--- src/rtl/mc_pkg.sv ---
// Shared encodings for the multi-cycle MIPS control unit: opcodes, functs,
// ALU operations, mux selects, FSM states and latched instruction classes.
package mc_pkg;

  localparam logic [5:0] OP_RTYPE = 6'h00;
  localparam logic [5:0] OP_J     = 6'h02;
  localparam logic [5:0] OP_JAL   = 6'h03;
  localparam logic [5:0] OP_BEQ   = 6'h04;
  localparam logic [5:0] OP_BNE   = 6'h05;
  localparam logic [5:0] OP_SLTI  = 6'h0A;
  localparam logic [5:0] OP_ORI   = 6'h0D;
  localparam logic [5:0] OP_LUI   = 6'h0F;
  localparam logic [5:0] OP_LW    = 6'h23;
  localparam logic [5:0] OP_SW    = 6'h2B;

  localparam logic [5:0] FN_SLL  = 6'h00;
  localparam logic [5:0] FN_SRL  = 6'h02;
  localparam logic [5:0] FN_ADDU = 6'h21;
  localparam logic [5:0] FN_SUBU = 6'h23;
  localparam logic [5:0] FN_SLT  = 6'h2A;

  localparam logic [3:0] ALU_ADD = 4'd0;
  localparam logic [3:0] ALU_SUB = 4'd1;
  localparam logic [3:0] ALU_SLL = 4'd2;
  localparam logic [3:0] ALU_SRL = 4'd3;
  localparam logic [3:0] ALU_SLT = 4'd4;
  localparam logic [3:0] ALU_OR  = 4'd5;
  localparam logic [3:0] ALU_LUI = 4'd6;

  localparam logic [1:0] PC_SEQ    = 2'd0;
  localparam logic [1:0] PC_BRANCH = 2'd1;
  localparam logic [1:0] PC_JUMP   = 2'd2;

  localparam logic [1:0] REG_RT = 2'd0;
  localparam logic [1:0] REG_RD = 2'd1;
  localparam logic [1:0] REG_RA = 2'd2;

  typedef enum logic [2:0] {
    ST_RST, ST_FETCH, ST_DECODE, ST_EXEC, ST_MEM, ST_WB, ST_TRAP
  } state_t;

  typedef enum logic [3:0] {
    CL_ADDU, CL_SUBU, CL_SLL, CL_SRL, CL_SLT,
    CL_ORI, CL_SLTI, CL_LUI, CL_LW, CL_SW,
    CL_BEQ, CL_BNE, CL_J, CL_JAL
  } iclass_t;

  function automatic logic [3:0] alu_op_of(input iclass_t c);
    logic [3:0] op;
    op = ALU_ADD;
    case (c)
      CL_SUBU, CL_BEQ, CL_BNE: op = ALU_SUB;
      CL_SLL:                  op = ALU_SLL;
      CL_SRL:                  op = ALU_SRL;
      CL_SLT, CL_SLTI:         op = ALU_SLT;
      CL_ORI:                  op = ALU_OR;
      CL_LUI:                  op = ALU_LUI;
      default:                 op = ALU_ADD;
    endcase
    return op;
  endfunction

endpackage

--- src/rtl/mc_decode.sv ---
// Combinational opcode/funct classifier; flags anything the control unit
// cannot sequence so DECODE can divert to TRAP.
module mc_decode
  import mc_pkg::*;
#(
  parameter int unsigned EN_JAL = 1
) (
  input  logic [5:0] opcode,
  input  logic [5:0] funct,
  output iclass_t    iclass,
  output logic       illegal
);

  always_comb begin
    iclass  = CL_ADDU;
    illegal = 1'b0;
    case (opcode)
      OP_RTYPE: begin
        case (funct)
          FN_ADDU: iclass = CL_ADDU;
          FN_SUBU: iclass = CL_SUBU;
          FN_SLL:  iclass = CL_SLL;
          FN_SRL:  iclass = CL_SRL;
          FN_SLT:  iclass = CL_SLT;
          default: illegal = 1'b1;
        endcase
      end
      OP_ORI:  iclass = CL_ORI;
      OP_SLTI: iclass = CL_SLTI;
      OP_LUI:  iclass = CL_LUI;
      OP_LW:   iclass = CL_LW;
      OP_SW:   iclass = CL_SW;
      OP_BEQ:  iclass = CL_BEQ;
      OP_BNE:  iclass = CL_BNE;
      OP_J:    iclass = CL_J;
      OP_JAL: begin
        iclass  = CL_JAL;
        illegal = (EN_JAL == 0);
      end
      default: illegal = 1'b1;
    endcase
  end

endmodule

--- src/rtl/multicycle_control.sv ---
// Multi-cycle MIPS control FSM: sequences FETCH/DECODE/EXEC/MEM/WB with
// req/ack memory handshakes, traps on illegal instructions, counts retires.
module multicycle_control
  import mc_pkg::*;
#(
  parameter int unsigned ALUOP_W = 4,
  parameter int unsigned CNT_W   = 32,
  parameter int unsigned EN_JAL  = 1
) (
  input  logic               clk,
  input  logic               rst_n,
  input  logic [5:0]         opcode,
  input  logic [5:0]         funct,
  input  logic               alu_zero,
  input  logic               imem_ack,
  input  logic               dmem_ack,
  output logic               imem_req,
  output logic               dmem_req,
  output logic               ir_write,
  output logic               pc_write,
  output logic [1:0]         pc_src,
  output logic [1:0]         reg_dst,
  output logic               alu_src,
  output logic               ext_op,
  output logic               mem2reg,
  output logic               link,
  output logic [ALUOP_W-1:0] alu_op,
  output logic               reg_write,
  output logic               mem_write,
  output logic               trap,
  output logic [CNT_W-1:0]   instret
);

  state_t           state, state_nx;
  iclass_t          cls, dec_cls;
  logic             dec_ill;
  logic             retire;
  logic [3:0]       alu_sel;
  logic [CNT_W-1:0] count;

  mc_decode #(.EN_JAL(EN_JAL)) u_decode (
    .opcode  (opcode),
    .funct   (funct),
    .iclass  (dec_cls),
    .illegal (dec_ill)
  );

  always_ff @(posedge clk or negedge rst_n) begin
    if (!rst_n) state <= ST_RST;
    else        state <= state_nx;
  end

  always_ff @(posedge clk or negedge rst_n) begin
    if (!rst_n)                  cls <= CL_ADDU;
    else if (state == ST_DECODE) cls <= dec_cls;
  end

  always_ff @(posedge clk or negedge rst_n) begin
    if (!rst_n)      count <= '0;
    else if (retire) count <= count + CNT_W'(1);
  end

  always_comb begin
    state_nx  = state;
    imem_req  = 1'b0;
    dmem_req  = 1'b0;
    ir_write  = 1'b0;
    pc_write  = 1'b0;
    pc_src    = PC_SEQ;
    reg_write = 1'b0;
    mem_write = 1'b0;
    link      = 1'b0;
    trap      = 1'b0;
    retire    = 1'b0;
    reg_dst   = REG_RT;
    alu_src   = 1'b0;
    ext_op    = 1'b0;
    mem2reg   = 1'b0;
    alu_sel   = ALU_ADD;

    // Datapath levels are held from EXEC through WB off the latched class.
    if (state inside {ST_EXEC, ST_MEM, ST_WB}) begin
      case (cls)
        CL_ADDU, CL_SUBU, CL_SLL, CL_SRL, CL_SLT: reg_dst = REG_RD;
        CL_ORI, CL_LUI:                           alu_src = 1'b1;
        CL_SLTI, CL_LW, CL_SW: begin
          alu_src = 1'b1;
          ext_op  = 1'b1;
        end
        CL_BEQ, CL_BNE:                           ext_op  = 1'b1;
        default: ;
      endcase
      mem2reg = (cls == CL_LW);
      alu_sel = alu_op_of(cls);
    end

    case (state)
      ST_RST: state_nx = ST_FETCH;
      ST_FETCH: begin
        imem_req = 1'b1;
        if (imem_ack) begin
          ir_write = 1'b1;
          pc_write = 1'b1;
          state_nx = ST_DECODE;
        end
      end
      ST_DECODE: state_nx = dec_ill ? ST_TRAP : ST_EXEC;
      ST_EXEC: begin
        case (cls)
          CL_BEQ, CL_BNE: begin
            pc_write = (cls == CL_BEQ) ? alu_zero : !alu_zero;
            pc_src   = PC_BRANCH;
            state_nx = ST_FETCH;
            retire   = 1'b1;
          end
          CL_J, CL_JAL: begin
            pc_write = 1'b1;
            pc_src   = PC_JUMP;
            state_nx = ST_FETCH;
            retire   = 1'b1;
            if (cls == CL_JAL) begin
              reg_write = 1'b1;
              reg_dst   = REG_RA;
              link      = 1'b1;
            end
          end
          CL_LW, CL_SW: state_nx = ST_MEM;
          default:      state_nx = ST_WB;
        endcase
      end
      ST_MEM: begin
        dmem_req  = 1'b1;
        mem_write = (cls == CL_SW);
        if (dmem_ack) begin
          state_nx = (cls == CL_SW) ? ST_FETCH : ST_WB;
          retire   = (cls == CL_SW);
        end
      end
      ST_WB: begin
        reg_write = 1'b1;
        state_nx  = ST_FETCH;
        retire    = 1'b1;
      end
      ST_TRAP: trap = 1'b1;
      default: state_nx = ST_RST;
    endcase
  end

  assign alu_op  = ALUOP_W'(alu_sel);
  assign instret = count;

endmodule

--- config.mk ---
export PLATFORM = sky130hd
export DESIGN_NAME = multicycle_control
export DESIGN_NICKNAME = d
export VERILOG_FILES = /design/src/rtl/mc_pkg.sv /design/src/rtl/mc_decode.sv /design/src/rtl/multicycle_control.sv
export SDC_FILE = /design/constraint.sdc
export NUM_CORES = 1
export LEC_CHECK = 0
export BUFFER_PORTS_ARGS = -buffer_cell sky130_fd_sc_hd__buf_4
export CAP_MARGIN = 20
export CELL_PAD_IN_SITES_DETAIL_PLACEMENT = 1
export CELL_PAD_IN_SITES_GLOBAL_PLACEMENT = 1
export CORE_UTILIZATION = 41
export DETAILED_ROUTE_END_ITERATION = 12
export PLACE_DENSITY = 0.88
export SLEW_MARGIN = 10
export SYNTH_ARGS = -nofsm -noshare
export SYNTH_HDL_FRONTEND = slang
export SYNTH_SLANG_ARGS = --single-unit
--- constraint.sdc ---
create_clock -name clk -period 4.2 [get_ports clk]
set_input_delay 0.21 -clock clk [delete_from_list [all_inputs] [get_ports clk]]
set_output_delay 0.21 -clock clk [all_outputs]
set_load 0.01 [all_outputs]
==> flow_metrics.py, run 1 <==
metrics = {
    "route": {
        "via_count": 2137,
        "via_per_inst": 5.47,
        "drtAntennaViolNets": 0,
        "totalWireLength_mm": 6.19,
        "wl_per_cell_um": 15.8,
        "drc_errors": 0,
        "drt-initial-drc-count": 81,
        "firstDrtPassIters": 4,
    },
    "cts": {
        "cts.sinks": 39,
        "cts_made_buffers": 5,
        "cts_tree": "yes",
        "cts_buffer_depth": 2,
        "insertion_delay_ps": 290,
        "clk_pin_slew_ps": 80,
        "post_cts_resized": 0,
        "cts_htree_levels": 2,
        "clockRootBuffer": "clkbuf_8",
    },
    "layout": {
        "syn_to_final_growth_pct": 27.0,
        "nets": 336,
        "fillCellCount": 666,
        "final_util_pct": 53.9,
        "n_antenna_cell": 0,
        "drive_gt1_share_pct": 25.7,
    },
    "sta": {
        "max_slew_margin_pct": 37.5,
        "fin_ws_ps": 1910,
        "tightest_slew_ps": 934,
        "finalSetupViolCount": 0,
        "rsz0062_at_grt": "false",
        "skew_ps": 6.39,
        "report.final.slew_viol_count": 0,
        "finalCritPeriodShare_pct": 54.6,
        "fmax_ghz": 0.436,
        "hold_viol_final": 0,
        "final.setup.tns_ps": 0,
        "period_needed_ps": 2290,
    },
    "worst_setup_path": {
        "crit_path_cell_trace": "nor3b_2, a41o_1, o211ai_1, nor4_1, xor2_1",
        "endpoint_kind": "register",
        "slowest_stage": "dfrtp_1",
        "reg2reg_to": "instret[28]$_DFFE_PN0P_",
        "crit_family": "simple AND/OR/NAND/NOR gates",
        "slowest_delay_ps": 560,
        "r2r_start": "cls[3]$_DFFE_PN0N_",
        "cp_data_arrival_time_ps": 2520,
        "worstPathMaxFanout": 13,
        "reg2reg_depth": 5,
        "crit_buf_inv": 0,
        "start_kind": "register",
        "r2r_slack_ps": 1910,
        "crit_type": "reg2reg",
        "cp.required_ps": 4420,
    },
    "logic_synthesis": {
        "syn-instance-count": 256,
        "ys_async_sr_fraction_pct": 100,
        "synth_fp_nets": 274,
        "synth_xor_area_share_pct": 12.4,
        "yosys.area.top_type": "dfrtp_1",
        "yosysWarnings": 0,
        "synth_common_cells": "dfrtp_1 (39), nand2_1 (26), xor2_1 (23), nor2_1 (20), nor3_1 (20)",
        "synth_mux_area_share_pct": 0.969,
        "synth_compound_area_share_pct": 10.8,
        "synth_ff_type": "dfrtp_1",
        "ys_seq_elements": 39,
        "synth.top_cell.area_share_pct": 42.0,
        "synthesis.area_sq_um": 2320,
        "synth_cell_types": 54,
        "yosys-top-cells-area": "dfrtp_1 (42%), xor2_1 (8.7%), nor3_1 (4.3%)",
        "synth.avg_cell_area_sq_um": 9.08,
        "synth_top_family_by_area": "simple AND/OR/NAND/NOR gates",
        "yosysSeqAreaShare_pct": 42.0,
        "yosys.area_share.simple_pct": 27.4,
        "yosysMostFrequentCell": "dfrtp_1",
        "synth_edf_count": 0,
        "yosys.area_share.adder_pct": 0.539,
    },
    "global_route": {
        "grt.overflow.total": 0,
        "grt_antenna_before_repair": 0,
        "grt_max_degree": 40,
        "grt_usage_pct": 22.3,
        "grt_pass1_vias": 2173,
        "grt_pass1_wl_mm": 10.5,
    },
    "worst_hold_path": {
        "holdPathStages": 2,
        "min_to": "cls[3]$_DFFE_PN0N_",
        "hold_path_class": "in2reg",
        "hp-start": "opcode[4]",
    },
    "pwr": {
        "vdd_ir_drop_max_mv": 0.207,
        "power_uw": 1270,
        "powerDensity_nw_per_um2": 432,
        "leakagePower_uw": 0.00148,
    },
    "floorplan": {
        "design.core.area_sq_um": 5470,
        "io-pin-count": 68,
        "die_y_um": 77.3,
        "die_x_um": 77.3,
        "die-area_sq_um": 5970,
        "start_util_pct": 42.5,
        "rows": 27,
    },
    "place": {
        "hpwl_mm": 4.58,
        "port_buffers": 66,
        "routabilityCongestion": 0.843,
        "dp_slack_ps": 1910,
    },
    "job": {
        "drv_cap": 0,
    },
    "run_status": {
        "outcome": "complete, no violations",
    },
}
## stage by stage
stage	hold slack [ps]	instance area, sq um	instances
after global placement	207	2830	382
after CTS	118	2950	391
after floorplan	-85.6	2320	256
after global routing	136	2950	391
final	132	2950	391
after detailed placement	215	2830	382
## layout make-up
cell class              instances  area, sq um  share of cell area (%)
multi-input cells             192         1210                    41.1
flip-flops and latches         39          976                    33.1
repair buffers                 68          513                    17.4
well taps                      72         90.1                    3.05
clock buffers                   5         68.8                    2.33
inverters                      12         45.0                    1.53
clock inverters                 3         43.8                    1.48
## layout by cell type (no fill, tap or decap), types with 2 or more instances in the layout
cell type  netlist  final
dfrtp_1         39     39
a21boi_1         2      2
a2bb2oi_1        2      2
clkbuf_8         1      5
nand4_1          7      7
buf_4            3     67
o21ai_0          4      4
o221ai_1         3      3
nand2_1         26     26
or3_1            2      2
or2_1            3      3
and4_1           2      2
nor2b_1          3      3
nand2b_1         4      4
and3_1           5      5
nand3b_1         2      2
nor3b_1          3      3
a21oi_1          8      8
nor2_1          20     20
inv_1           12     12
xnor2_1         10     10
and3b_1          2      2
nor4_1           5      5
a41oi_1          2      2
nor3_1          20     20
nand3_1          9      9
xor2_1          23     23
or2b_2           2      2
## worst max path at each step
stage | startpoint | to | slack (ps) | depth (start not counted)
3_3_place_gp | cls[3]$_DFFE_PN0N_ | instret[22]$_DFFE_PN0P_ | 2010 | 5
5_1_grt | cls[3]$_DFFE_PN0N_ | instret[28]$_DFFE_PN0P_ | 1660 | 5
3_5_place_dp | cls[3]$_DFFE_PN0N_ | instret[28]$_DFFE_PN0P_ | 1910 | 5
4_1_cts | cls[3]$_DFFE_PN0N_ | instret[16]$_DFFE_PN0P_ | 1860 | 5
6_report | cls[3]$_DFFE_PN0N_ | instret[28]$_DFFE_PN0P_ | 1910 | 5
2_1_floorplan | state[0]$_DFFE_PN0P_ | instret[25]$_DFFE_PN0P_ | 2260 | 7
## state kept, by name (all words and copies together) (netlist names)
register	cells
instret	32
cls	4
state	3
## cell families after synthesis
| family | count (synthesis) |
|---|---|
| compound gates | 35 |
| xor+xnor | 33 |
| fa+ha+maj | 1 |
| buf+inv | 25 |
| flops | 39 |
| mux | 2 |
| other cells | 1 |
| simple gates | 120 |
## power by group
group	total (uW)	leakage [uW]	internal, uW	switching (uW)
registers	534	0.000497	428	105
logic	426	0.000925	200	226
clock network	314	0.0000581	177	137
## repair_timing
item                      in CTS  in global routing
buffers inserted               0                  0
hold buffers                   1                  0
hold endpoints to repair      39                  0
## metal layers
layer | vias to the layer above | routed length, um | global-route usage, %
li1 | 1027 | - | -
met1 | 1040 | 2540 | 26.1
met2 | 62 | 3270 | 40.1
met3 | 8 | 285 | 4.64
met4 | 0 | 92 | 7.74
met5 | - | 0 | 0
Power figures use the tool's default switching activity.
==> inputs of run 2 (changes only) <==
--- a/config.mk
+++ b/config.mk
@@ -9,9 +9,9 @@
 export CAP_MARGIN = 20
 export CELL_PAD_IN_SITES_DETAIL_PLACEMENT = 1
 export CELL_PAD_IN_SITES_GLOBAL_PLACEMENT = 1
-export CORE_UTILIZATION = 41
+export CORE_UTILIZATION = 35
 export DETAILED_ROUTE_END_ITERATION = 12
-export PLACE_DENSITY = 0.88
+export PLACE_DENSITY = 0.8
 export SLEW_MARGIN = 10
 export SYNTH_ARGS = -nofsm -noshare
 export SYNTH_HDL_FRONTEND = slang
==> constraint.sdc (replaced) <==
create_clock -name clk -period 1.8 [get_ports clk]
set_input_delay 0.09 -clock clk [delete_from_list [all_inputs] [get_ports clk]]
set_output_delay 0.09 -clock clk [all_outputs]
set_load 0.01 [all_outputs]
==> run 2 against run 1 <==
The run now ends with negative setup slack left. Critical path depth increased by 1. Global-route usage decreased by 2.7 points. Register-to-register slack got worse by 1900 ps. Non-clock buffer count increased by 35. Largest cell class unchanged. Largest power group is now combinational cells.
==> flow_metrics.py, run 2 (synthesis results as in run 1) <==
metrics = {
    "worst_setup_path": {
        "crit_buf_inv": 2,
        "crit_end": "reg_write",
        "critical_path_depth": 6,
        "slowest_stage": "dfrtp_1",
        "endpoint_kind": "primary output",
        "r2r_start": "instret[6]$_DFFE_PN0P_",
        "critPathMostFrequentCell": "buf_6",
        "slowest_delay_ps": 420,
        "r2r_slack_ps": 0,
        "start_kind": "register",
        "crit_start": "state[1]$_DFFE_PN0P_",
        "cp.required_ps": 1710,
        "reg2reg_depth": 7,
        "reg2reg_to": "instret[26]$_DFFE_PN0P_",
        "cp_data_arrival_time_ps": 1750,
        "crit_family": "simple AND/OR/NAND/NOR gates",
        "worstPathMaxFanout": 5,
        "crit_path_cell_trace": "and3b_1, buf_6, and3_4, and2_4, or2_1, buf_6",
        "crit_type": "reg2out",
    },
    "pwr": {
        "powerDensity_nw_per_um2": 985,
        "pwr-share-clk_pct": 23.2,
        "swShare_pct": 35.7,
        "leakagePower_uw": 0.00168,
        "p_switching_uw": 1180,
        "vdd_ir_drop_max_mv": 0.467,
        "seq_power_share_pct": 34.5,
        "internal_power_uw": 2130,
        "combPwrFrac_pct": 42.3,
    },
    "global_route": {
        "met2_usage_pct": 36.1,
        "grt_usage_pct": 19.7,
        "grt.overflow.total": 0,
        "use_met1_pct": 23.4,
        "use_met3_pct": 3.46,
        "grt_antenna_before_repair": 0,
        "top_usage_layer": "met2",
        "grt_pass1_wl_mm": 11.1,
        "grt_pass1_vias": 2357,
        "grt_max_degree": 40,
    },
    "cts": {
        "cts_htree_levels": 2,
        "insertion_delay_ps": 290,
        "cts.sinks": 39,
        "cts_tree": "yes",
        "cts_buffer_depth": 2,
        "clk_pin_slew_ps": 80,
        "cts_made_buffers": 5,
        "clockRootBuffer": "clkbuf_8",
    },
    "route": {
        "drc_errors": 0,
        "totalWireLength_mm": 6.87,
        "drtAntennaViolNets": 0,
        "firstDrtPassIters": 4,
        "via_per_inst": 5.27,
        "drt-initial-drc-count": 69,
        "via_count": 2270,
        "wl_per_cell_um": 15.9,
    },
    "place": {
        "routabilityCongestion": 0.806,
        "place_area_sq_um": 3090,
        "hpwl_mm": 4.96,
        "port_buffers": 66,
        "dp_slack_ps": -59.0,
    },
    "layout": {
        "n_antenna_cell": 0,
        "largest_reg_flops": 32,
        "final_common_cell": "buf_4",
        "syn_to_final_growth_pct": 44.9,
        "nets": 371,
        "fin_area_sq_um": 3370,
        "multiInputGateArea_sq_um": 1340,
        "final_util_pct": 52.7,
        "fillCellCount": 770,
        "seqCellArea_sq_um": 977,
        "most-common-layout-cells": "buf_4 (99), dfrtp_1 (38), nand2_1 (26)",
        "drive_gt1_share_pct": 39.0,
    },
    "sta": {
        "rsz0062_at_grt": "true",
        "skew_ps": 10.4,
        "period_needed_ps": 1840,
        "finalSetupViolCount": 3,
        "report.final.slew_viol_count": 0,
        "fmax_ghz": 0.544,
        "tightest_slew_ps": 520,
        "hold_viol_final": 0,
        "max_slew_margin_pct": 65.4,
        "finalCritPeriodShare_pct": 102,
        "fin_ws_ps": -38.6,
        "final.setup.tns_ps": -52.5,
        "fin_hold_ws_ps": 58.7,
    },
    "floorplan": {
        "design.core.area_sq_um": 6390,
        "io-pin-count": 68,
        "die-area_sq_um": 6970,
        "rows": 29,
        "start_util_pct": 36.4,
        "die_y_um": 83.5,
        "die_x_um": 83.5,
    },
    "run_status": {
        "outcome": "complete, but fails checks",
        "violations": "negative setup slack",
    },
    "worst_hold_path": {
        "hold_path_class": "in2reg",
    },
    "job": {
        "drv_cap": 0,
    },
}
[run 2: routing by layer]
layer	up-vias	part of all wire, %
li1	1085	-
met1	1114	43
met2	59	53
met3	12	3.1
met4	0	1.8
met5	-	0
[run 2: how the worst min path moves through the flow]
stage / startpoint / end / slack (ps) / depth (start not counted)
2_1_floorplan: rst_n / cls[0]$_DFFE_PN0N_ / -210 / 0
3_3_place_gp: rst_n / instret[9]$_DFFE_PN0P_ / 90 / 1
3_5_place_dp: rst_n / instret[10]$_DFFE_PN0P_ / 100 / 1
4_1_cts: imem_ack / state[1]$_DFFE_PN0P_ / 60 / 3
5_1_grt: imem_ack / state[1]$_DFFE_PN0P_ / 80 / 3
6_report: imem_ack / state[1]$_DFFE_PN0P_ / 60 / 3
[run 2: area by class of cell]
type | instances | area share [%]
Tap cell | 77 | 2.86
Inverter | 12 | 1.34
Clock buffer | 6 | 2.45
Multi-Input combinational cell | 192 | 39.9
Sequential cell | 39 | 29.0
Clock inverter | 2 | 1.04
Timing Repair Buffer | 103 | 23.4
[run 2: repair_timing]
action / CTS / global route
resized for setup: 8 / 18
setup endpoints to repair: 8 / 25
setup buffers: 2 / 1
hold endpoints to repair: 39 / 0
hold buffers: 1 / 0
pin swaps: 2 / 5
[run 2: power groups by stage]
stage          clock network (uW)  logic [uW]  registers, uW
2_1_floorplan                   0         698           1160
3_3_place_gp                    0        1300           1140
3_5_place_dp                    0        1340           1160
4_1_cts                       777        1390           1140
5_1_grt                       818        1520           1170
6_report                      769        1400           1140
[run 2: metrics by stage]
step                      power (uW)  instances
final                           3320        431
after global routing            3500        431
after CTS                       3310        430
after detailed placement        2490        419
after global placement          2440        419
after floorplan                 1860        256
[run 2: worst register-to-register path: stages, from the launching register on]
cell and delay (ps):
dfrtp_1 380, nand4_1 150, nor4_2 310, buf_4 170, nand4_1 160, buf_6 200
nor3_2 190, xor2_1 180
==> inputs of run 3 (changes only) <==
--- a/config.mk
+++ b/config.mk
@@ -5,13 +5,13 @@
 export SDC_FILE = /design/constraint.sdc
 export NUM_CORES = 1
 export LEC_CHECK = 0
-export BUFFER_PORTS_ARGS = -buffer_cell sky130_fd_sc_hd__buf_4
 export CAP_MARGIN = 20
 export CELL_PAD_IN_SITES_DETAIL_PLACEMENT = 1
 export CELL_PAD_IN_SITES_GLOBAL_PLACEMENT = 1
-export CORE_UTILIZATION = 35
+export CORE_UTILIZATION = 42
 export DETAILED_ROUTE_END_ITERATION = 12
-export PLACE_DENSITY = 0.8
+export DONT_BUFFER_PORTS = 1
+export PLACE_DENSITY = 0.78
 export SLEW_MARGIN = 10
 export SYNTH_ARGS = -nofsm -noshare
 export SYNTH_HDL_FRONTEND = slang
==> run 3 against run 2 <==
The run still ends with negative setup slack left. Largest cell class unchanged. Combinational power is essentially flat. Clock-buffer cell count shrank 1. Setup slack lost 67 ps. Clock power shrank 19%. Core utilization grew 7.3 points. Sequential share of layout area grew 2.3 points. First-iteration DRC count grew 29%. Register-to-register slack lost 110 ps. Sequential power is essentially flat. Critical endpoint is now instret[10]$_DFFE_PN0P_. Non-clock buffer count shrank 49.
==> flow_metrics.py, run 3 (synthesis results as in run 1) <==
metrics = {
    "run_status": {
        "outcome": "complete, but fails checks",
        "violations": "negative setup slack",
    },
    "floorplan": {
        "rows": 26,
        "design.core.area_sq_um": 5200,
        "start_util_pct": 44.6,
        "die_y_um": 76.4,
        "die_x_um": 76.4,
        "die-area_sq_um": 5830,
        "io-pin-count": 68,
    },
    "global_route": {
        "grt_usage_pct": 24.0,
        "grt_pass1_vias": 2216,
        "grt_max_degree": 40,
        "grt.overflow.total": 0,
        "grt_pass1_wl_mm": 10.9,
        "grt_antenna_before_repair": 0,
    },
    "layout": {
        "final_common_cell": "buf_4",
        "seqCellArea_sq_um": 977,
        "largest_reg_flops": 32,
        "syn_to_final_growth_pct": 34.4,
        "final_util_pct": 60.0,
        "most-common-layout-cells": "buf_4 (43), dfrtp_1 (38), nand2_1 (25)",
        "instances_no_fill": 375,
        "drive_gt1_share_pct": 33.4,
        "nets": 322,
        "multiInputGateArea_sq_um": 1480,
        "fillCellCount": 585,
        "n_antenna_cell": 0,
    },
    "worst_setup_path": {
        "r2r_slack_ps": -110,
        "reg2reg_to": "instret[10]$_DFFE_PN0P_",
        "reg2reg_depth": 6,
        "r2r_start": "cls[1]$_DFFE_PN0N_",
        "cp_data_arrival_time_ps": 2110,
        "endpoint_kind": "register",
        "worstPathMaxFanout": 5,
        "crit_path_cell_trace": "xor2_1, and3_4, o211ai_1, buf_2, nor3_4, xor2_1",
        "cp.required_ps": 2010,
        "critPathMostFrequentCell": "xor2_1",
        "slowest_stage": "dfrtp_2",
        "slowest_delay_ps": 440,
        "crit_type": "reg2reg",
        "start_kind": "register",
    },
    "route": {
        "drc_errors": 0,
        "via_count": 2140,
        "totalWireLength_mm": 7.60,
        "drtAntennaViolNets": 0,
        "via_per_inst": 5.71,
        "wl_per_cell_um": 20.3,
        "drt-initial-drc-count": 89,
        "firstDrtPassIters": 4,
    },
    "sta": {
        "fmax_ghz": 0.525,
        "finalCritPeriodShare_pct": 106,
        "period_needed_ps": 1910,
        "fin_ws_ps": -106,
        "hold_viol_final": 0,
        "skew_ps": 8.53,
        "rsz0062_at_grt": "true",
        "finalSetupViolCount": 9,
        "fin_hold_ws_ps": 59.4,
        "report.final.slew_viol_count": 0,
    },
    "worst_hold_path": {
        "hp-start": "opcode[3]",
        "holdPathStages": 3,
        "min_to": "cls[3]$_DFFE_PN0N_",
        "hold_path_class": "in2reg",
    },
    "pwr": {
        "vdd_ir_drop_max_mv": 0.507,
        "leakagePower_uw": 0.00152,
        "powerDensity_nw_per_um2": 1010,
    },
    "place": {
        "port_buffers": 0,
        "routabilityCongestion": 0.775,
        "hpwl_mm": 4.75,
        "dp_slack_ps": -38.1,
        "place_inst": 359,
    },
    "job": {
        "drv_cap": 0,
    },
    "cts": {
        "clockRootBuffer": "clkbuf_8",
        "cts.sinks": 39,
        "insertion_delay_ps": 310,
        "cts_htree_levels": 2,
        "clk_pin_slew_ps": 80,
        "cts_tree": "yes",
        "cts_buffer_depth": 2,
        "cts_made_buffers": 5,
    },
}
-- run 3: routing by layer --
metal	global-route usage, %	part of all wire [%]	vias to the layer above
li1	-	-	985
met1	28.1	41	1084
met2	42.3	53	60
met3	6.11	4.4	11
met4	8.46	1.8	0
met5	0	0	-
-- run 3: worst max-delay path by stage --
stage,from,to,slack (ps),cells after the start
global placement,instret[3]$_DFFE_PN0P_,instret[31]$_DFFE_PN0P_,-20,7
CTS,cls[1]$_DFFE_PN0N_,instret[22]$_DFFE_PN0P_,-40,6
finish,cls[1]$_DFFE_PN0N_,instret[10]$_DFFE_PN0P_,-110,6
global route,instret[3]$_DFFE_PN0P_,instret[29]$_DFFE_PN0P_,-130,7
floorplan,opcode[2],cls[0]$_DFFE_PN0N_,-10,6
detailed placement,instret[5]$_DFFE_PN0P_,instret[31]$_DFFE_PN0P_,-40,7
-- run 3: per-stage QoR --
stage / TNS (ps) / power (uW) / area (sq um)
4_1_cts: -63.5 / 3020 / 2880
3_5_place_dp: -53.5 / 2310 / 2690
5_1_grt: -1740 / 3320 / 3120
6_report: -310 / 3160 / 3120
3_3_place_gp: -16.4 / 2250 / 2690
2_1_floorplan: -11.5 / 1860 / 2340
-- run 3: area by class of cell --
type | count | share of cell area (%)
Clock buffer | 5 | 2.20
Clock inverter | 3 | 0.761
Inverter | 12 | 1.44
Multi-Input combinational cell | 192 | 47.2
Sequential cell | 39 | 31.3
Tap cell | 70 | 2.80
Timing Repair Buffer | 54 | 14.3
-- run 3: what timing repair did --
item                                    4_1_cts  5_1_grt
buffers inserted                              1        2
resized for setup                            11       45
hold endpoints to repair                     40        1
hold buffers                                  3        1
endpoints found under the setup margin       11       28
gates cloned                                  0        1
pin swaps                                     0       21
-- run 3: power by group --
| group | switching, uW | internal [uW] | total, uW |
|---|---|---|---|
| sequential | 147 | 1000 | 1150 |
| combinational | 791 | 595 | 1390 |
| clock | 347 | 277 | 624 |
| total | 1280 | 1870 | 3160 |
-- run 3: critical path, delay by kind of cell, from the launching register on --
kind / cells / cell delay, ps
compound gates: 1 / 150
xor+xnor: 2 / 510
buf+inv: 1 / 240
flops: 1 / 440
simple gates: 2 / 460
